--- config.mk ---
export PLATFORM = sky130hd
export DESIGN_NAME = tpu_mmio_responder
export DESIGN_NICKNAME = d
export VERILOG_FILES = /design/src/rtl/tpu_mmio_responder.sv
export SDC_FILE = /design/constraint.sdc
export NUM_CORES = 1
export LEC_CHECK = 0
export ABC_AREA = 1
export BUFFER_PORTS_ARGS = -buffer_cell sky130_fd_sc_hd__buf_2
export CORE_AREA = 2 2 115 117
export CTS_BUF_LIST = sky130_fd_sc_hd__clkbuf_8
export DETAILED_ROUTE_END_ITERATION = 10
export DIE_AREA = 0 0 117 119
export PLACE_DENSITY = 0.77
export SLEW_MARGIN = 5
export SYNTH_ARGS = -nofsm -noshare
export SYNTH_HDL_FRONTEND = slang
export SYNTH_SLANG_ARGS = --single-unit
--- constraint.sdc ---
create_clock -name clk -period 5.3 [get_ports clk]
set_input_delay 1.06 -clock clk [delete_from_list [all_inputs] [get_ports clk]]
set_output_delay 1.06 -clock clk [all_outputs]
set_load 0.03 [all_outputs]
--- src/rtl/tpu_mmio_responder.sv ---
// Host-bus slave for tpuv1: decodes word accesses into A/B/C memory strobes,
// serves C/status reads with write forwarding, and sequences the systolic array.
module tpu_mmio_responder #(
  parameter int BITS_AB = 8,
  parameter int BITS_C  = 16,
  parameter int DIM     = 8,
  parameter int ADDRW   = 16,
  parameter int DATAW   = 64
) (
  input  logic                     clk,
  input  logic                     rst,
  input  logic [ADDRW-1:0]         addr,
  input  logic                     r_w,
  input  logic [DATAW-1:0]         dataIn,
  output logic [DATAW-1:0]         dataOut,
  output logic                     rdValid,
  output logic                     a_wr,
  output logic                     b_wr,
  output logic                     c_wr,
  output logic [$clog2(DIM)-1:0]   wr_row,
  output logic                     wr_half,
  output logic [DATAW-1:0]         wr_data,
  output logic [$clog2(DIM)-1:0]   c_rd_row,
  output logic                     c_rd_half,
  input  logic [DATAW-1:0]         c_rdata,
  output logic                     sa_en,
  output logic [$clog2(3*DIM)-1:0] sa_cycle,
  output logic                     busy,
  output logic                     done
);

  localparam int RW = $clog2(DIM);
  localparam int CW = $clog2(3*DIM);
  localparam logic [ADDRW-1:0] A_BASE    = ADDRW'('h100);
  localparam logic [ADDRW-1:0] B_BASE    = ADDRW'('h200);
  localparam logic [ADDRW-1:0] C_BASE    = ADDRW'('h300);
  localparam logic [ADDRW-1:0] STAT_ADDR = ADDRW'('h400);
  localparam logic [CW-1:0]    LAST_CYC  = CW'(3*DIM-2);

  // A row packs DIM A/B elements into one word; a C row spans two words.
  if (DIM*BITS_AB != DATAW || DIM*BITS_C != 2*DATAW) begin : g_bad_cfg
    $error("tpu_mmio_responder: DIM/BITS_AB/BITS_C do not match DATAW");
  end

  typedef enum logic [1:0] {ST_IDLE, ST_FEED, ST_DONE} state_t;
  typedef enum logic [1:0] {WK_NONE, WK_A, WK_B, WK_C} wr_kind_t;

  state_t          state, state_n;
  wr_kind_t        wr_kind;
  logic [CW-1:0]   sa_cycle_n;
  logic            start_q;
  logic [ADDRW-1:0] off_a, off_b, off_c;
  logic            aligned, hit_a, hit_b, hit_c, hit_stat, wr_ok;
  logic [RW-1:0]   row_ab, row_c;
  logic            half_c;

  // NOTE: every always_comb output gets a default before any branch, so no path can infer a latch.
  always_comb begin
    off_a    = addr - A_BASE;
    off_b    = addr - B_BASE;
    off_c    = addr - C_BASE;
    aligned  = (addr[2:0] == 3'd0);
    hit_a    = aligned && (addr >= A_BASE) && (off_a < ADDRW'(8*DIM));
    hit_b    = aligned && (addr >= B_BASE) && (off_b < ADDRW'(8*DIM));
    hit_c    = aligned && (addr >= C_BASE) && (off_c < ADDRW'(16*DIM));
    hit_stat = (addr == STAT_ADDR);
    row_ab   = hit_a ? RW'(off_a >> 3) : RW'(off_b >> 3);
    row_c    = RW'(off_c >> 4);
    half_c   = off_c[3];
  end

  assign busy  = (state != ST_IDLE);
  assign sa_en = (state == ST_FEED);
  assign done  = (state == ST_DONE);
  assign wr_ok = r_w && !busy;

  // NOTE: sequential state uses non-blocking assignments so every flop samples pre-edge values.
  always_ff @(posedge clk) begin
    if (rst) begin
      wr_kind <= WK_NONE;
      wr_row  <= '0;
      wr_half <= 1'b0;
      wr_data <= '0;
      start_q <= 1'b0;
    end else begin
      start_q <= wr_ok && hit_stat;
      wr_kind <= WK_NONE;
      if (wr_ok && (hit_a || hit_b || hit_c)) begin
        wr_kind <= hit_a ? WK_A : (hit_b ? WK_B : WK_C);
        wr_row  <= hit_c ? row_c : row_ab;
        wr_half <= hit_c && half_c;
        wr_data <= dataIn;
      end
    end
  end

  assign a_wr = (wr_kind == WK_A);
  assign b_wr = (wr_kind == WK_B);
  assign c_wr = (wr_kind == WK_C);

  always_ff @(posedge clk) begin
    if (rst) begin
      state    <= ST_IDLE;
      sa_cycle <= '0;
    end else begin
      state    <= state_n;
      sa_cycle <= sa_cycle_n;
    end
  end

  // A start registered while already in FEED (written the cycle before FEED) is ignored.
  always_comb begin
    state_n    = state;
    sa_cycle_n = '0;
    case (state)
      ST_IDLE: if (start_q) state_n = ST_FEED;
      ST_FEED: begin
        if (sa_cycle == LAST_CYC) state_n = ST_DONE;
        else                      sa_cycle_n = sa_cycle + 1'b1;
      end
      ST_DONE: state_n = ST_IDLE;
      default: state_n = ST_IDLE;
    endcase
  end

  assign c_rd_row  = row_c;
  assign c_rd_half = half_c;

  // A C write still sitting in the register wins over the stale memory word.
  always_comb begin
    dataOut = '0;
    rdValid = 1'b0;
    if (hit_c) begin
      dataOut = (c_wr && wr_row == row_c && wr_half == half_c) ? wr_data : c_rdata;
      rdValid = !r_w;
    end else if (hit_stat) begin
      dataOut = DATAW'(busy);
      rdValid = !r_w;
    end
  end

endmodule
==> impl_metrics.sql <==
INSERT INTO impl_metrics (metric_group, metric, value, unit) VALUES
('sta', 'finalHoldViolations', '0', ''),
('outcome', 'outcome', 'completed', ''),
('critical_path', 'setup.worst_path.end_class', 'primary output', ''),
('min_path', 'hold_start', 'start_q', ''),
('sta', 'finalSetupViolations', '0', ''),
('place', 'hpwlAfterDp', '10600', 'um'),
('critical_path', 'timing.reg2reg.setup_slack', '3.25', 'ns'),
('critical_path', 'worst-setup-path-type', 'input port to primary output', ''),
('sta', 'worst_slew_pin_slew', '0.870', 'ns'),
('critical_path', 'number_of_buffers_and_inverters_on_the_critical_path', '5', ''),
('power', 'total_leakage_power', '3.78', 'nW'),
('synthesis', 'post_synth_inst_count', '743', ''),
('clocking', 'clock-root-buffer', 'clkbuf_8', ''),
('cells_and_area', 'layout_commonest_cell', 'buf_2', ''),
('sta', 'final.period_utilization', '85.3', '%'),
('global_routing', 'grtUsageMet2', '32.9', '%'),
('clocking', 'cts_resized', '0', ''),
('global_routing', 'grt_antenna_before_repair', '0', ''),
('power', 'swShare', '23.2', '%'),
('sta', 'grt_setup_unrepaired', 'no', ''),
('sta', 'timing.fmax', '0.221', 'GHz'),
('critical_path', 'cp_top_family', 'buffers and inverters', ''),
('global_routing', 'grt_first_pass_wirelength', '21000', 'um'),
('clocking', 'cts_num_sinks', '78', ''),
('die', 'die_height', '119', 'um'),
('clocking', 'number_of_buffers_created_by_cts', '9', ''),
('synthesis', 'synth_seq_cells', '78', ''),
('sta', 'timing.final.max_slew_violations', '0', ''),
('synthesis', 'synth.avg_cell_area', '5.97', 'um^2'),
('power', 'internal_cell_power', '906', 'uW'),
('global_routing', 'globalRouteMet3Util', '3.56', '%'),
('critical_path', 'timing.rr.end', 'wr_data[18]', ''),
('min_path', 'timing.hold.worst_path_depth', '2', ''),
('synthesis', 'syn_nets', '895', ''),
('place', 'gp_congestion', '0.958', ''),
('power', 'p_switching', '274', 'uW'),
('critical_path', 'worstPathRequired', '4.24', 'ns'),
('clocking', 'cts_tree', 'yes', ''),
('cells_and_area', 'post_route_cells_drive_above_1_share', '32.1', '%'),
('cells_and_area', 'syn_to_layout_area_delta', '38.7', '%'),
('cells_and_area', 'antennaDiodeCount', '0', ''),
('synthesis', 'ys_warn_count', '0', ''),
('global_routing', 'grt_use_met1', '23.0', '%'),
('min_path', 'hold-path-endpoint', 'state[0]', ''),
('route', 'drc_errors', '0', ''),
('clocking', 'worst_setup_hold_path_clk_slew', '0.08', 'ns'),
('route', 'vias_per_cell', '4.48', ''),
('global_routing', 'first_global_vias', '4453', ''),
('power', 'combPwrFrac', '8.3', '%'),
('critical_path', 'worst-path-max-fanout', '35', ''),
('critical_path', 'crit_top_cell', 'buf_2', ''),
('synthesis', 'mappedNetlistArea', '4440', 'um^2'),
('die', 'boundaryPins', '295', ''),
('die', 'starting_density_of_the_core', '34.5', '%'),
('place', 'post_dp_cell_area', '5940', 'um^2'),
('synthesis', 'synth.lib_cells_used.distinct', '27', ''),
('die', 'placement_rows', '42', ''),
('cells_and_area', 'fin_nets', '1161', ''),
('route', 'finalWirelength', '14100', 'um'),
('route', 'initialDrtViolationCount', '241', ''),
('power', 'power_frac_seq', '49.6', '%'),
('flow_run', 'cap_violations', '0', ''),
('clocking', 'cts.htree.levels', '3', ''),
('sta', 'finalClockSkew', '0.00832', 'ns'),
('sta', 'slew_headroom', '41.7', '%'),
('global_routing', 'grt_most_used_layer', 'met2', ''),
('route', 'via_count', '5332', ''),
('synthesis', 'synth_seq_area_share', '35.2', '%'),
('cells_and_area', 'final_core_area_utilization', '47.8', '%'),
('sta', 'final.setup.tns', '0', 'ns'),
('min_path', 'hold_path_class', 'flip-flop to flip-flop', '');
-- worst max path at each step --
stage | startpoint | endpoint | slack [ns] | depth (start not counted)
after floorplan | addr[10] | dataOut[10] | 1.55 | 10
final | addr[10] | dataOut[19] | 0.78 | 12
after detailed placement | addr[10] | dataOut[19] | 0.81 | 12
after global routing | addr[10] | dataOut[4] | 0.50 | 12
after global placement | addr[10] | dataOut[5] | 0.89 | 12
after CTS | addr[10] | dataOut[19] | 0.81 | 12
-- kinds of logic after synthesis --
group                      count (synthesis)  synth area share [%]
AOI/OAI and AO/OA                        134                  15.2
xor gates and xnor gates                   2                 0.395
adders and majority gates                  5                  1.41
buffers and inverters                    143                  13.6
DFF                                       78                  35.2
and+or+nand+nor                          381                  34.2
-- routing by layer --
layer	vias up	routed length (um)
met5	-	0
met2	221	6690
li1	2804	-
met3	28	986
met4	0	404
met1	2279	6030
-- power by group through the flow --
stage / Combinational (mW) / Sequential, mW / Clock, mW
5_1_grt: 0.108 / 0.586 / 0.539
2_1_floorplan: 0.0325 / 0.600 / 0
3_5_place_dp: 0.0966 / 0.600 / 0
3_3_place_gp: 0.0962 / 0.600 / 0
4_1_cts: 0.0972 / 0.586 / 0.515
6_report: 0.0975 / 0.586 / 0.497
-- synthesized netlist by cell type --
cell	instances	share of area (%)
a211oi_1	1	0.17
a21oi_1	67	7.6
buf_1	2	0.17
buf_2	13	1.5
buf_4	4	0.68
buf_6	5	1.3
clkbuf_1	20	1.7
clkinv_1	3	0.25
dfxtp_1	78	35
ha_1	5	1.4
inv_1	94	7.9
inv_2	2	0.17
nand2_1	181	15
nand2_2	4	0.56
nand3_1	16	1.8
nand3_4	1	0.39
nand3b_1	4	0.68
nand4_1	3	0.42
nor2_1	164	14
nor2_2	2	0.28
nor3_1	3	0.34
nor3b_2	1	0.28
nor4_1	1	0.14
o21ai_0	66	7.4
or2_2	1	0.14
xnor2_1	1	0.20
xor2_1	1	0.20
-- area by class of cell --
type                       count  area, um^2
fill                        1339        6720
multi-input combinational    522        2280
sequential                    78        1560
timing repair buffer         299        1510
inverter                      99         373
tap                          176         220
clock buffer                  10         138
clock inverter                 6        77.6
-- tightest hold or removal path, delay by kind of cell (launching register included) --
kind / cells / cell delay [ns]
flip-flops: 1 / 0.31
AND/OR/NAND/NOR: 2 / 0.13
-- metrics by stage --
step	cells	worst slack, ns	hold WS, ns
2_1_floorplan	743	1.55	0.433
3_3_place_gp	1174	0.888	0.454
3_5_place_dp	1174	0.811	0.463
4_1_cts	1190	0.812	0.475
5_1_grt	1190	0.505	0.501
6_report	1190	0.777	0.472
-- registers in the layout (all words and copies together), names as in the netlist --
| name | flops |
|---|---|
| start_q | 1 |
| wr_half | 1 |
| wr_kind | 2 |
| sa_cycle | 5 |
| state | 2 |
| wr_row | 3 |
| wr_data | 64 |
Note: power is estimated with default switching activity, not from simulation.
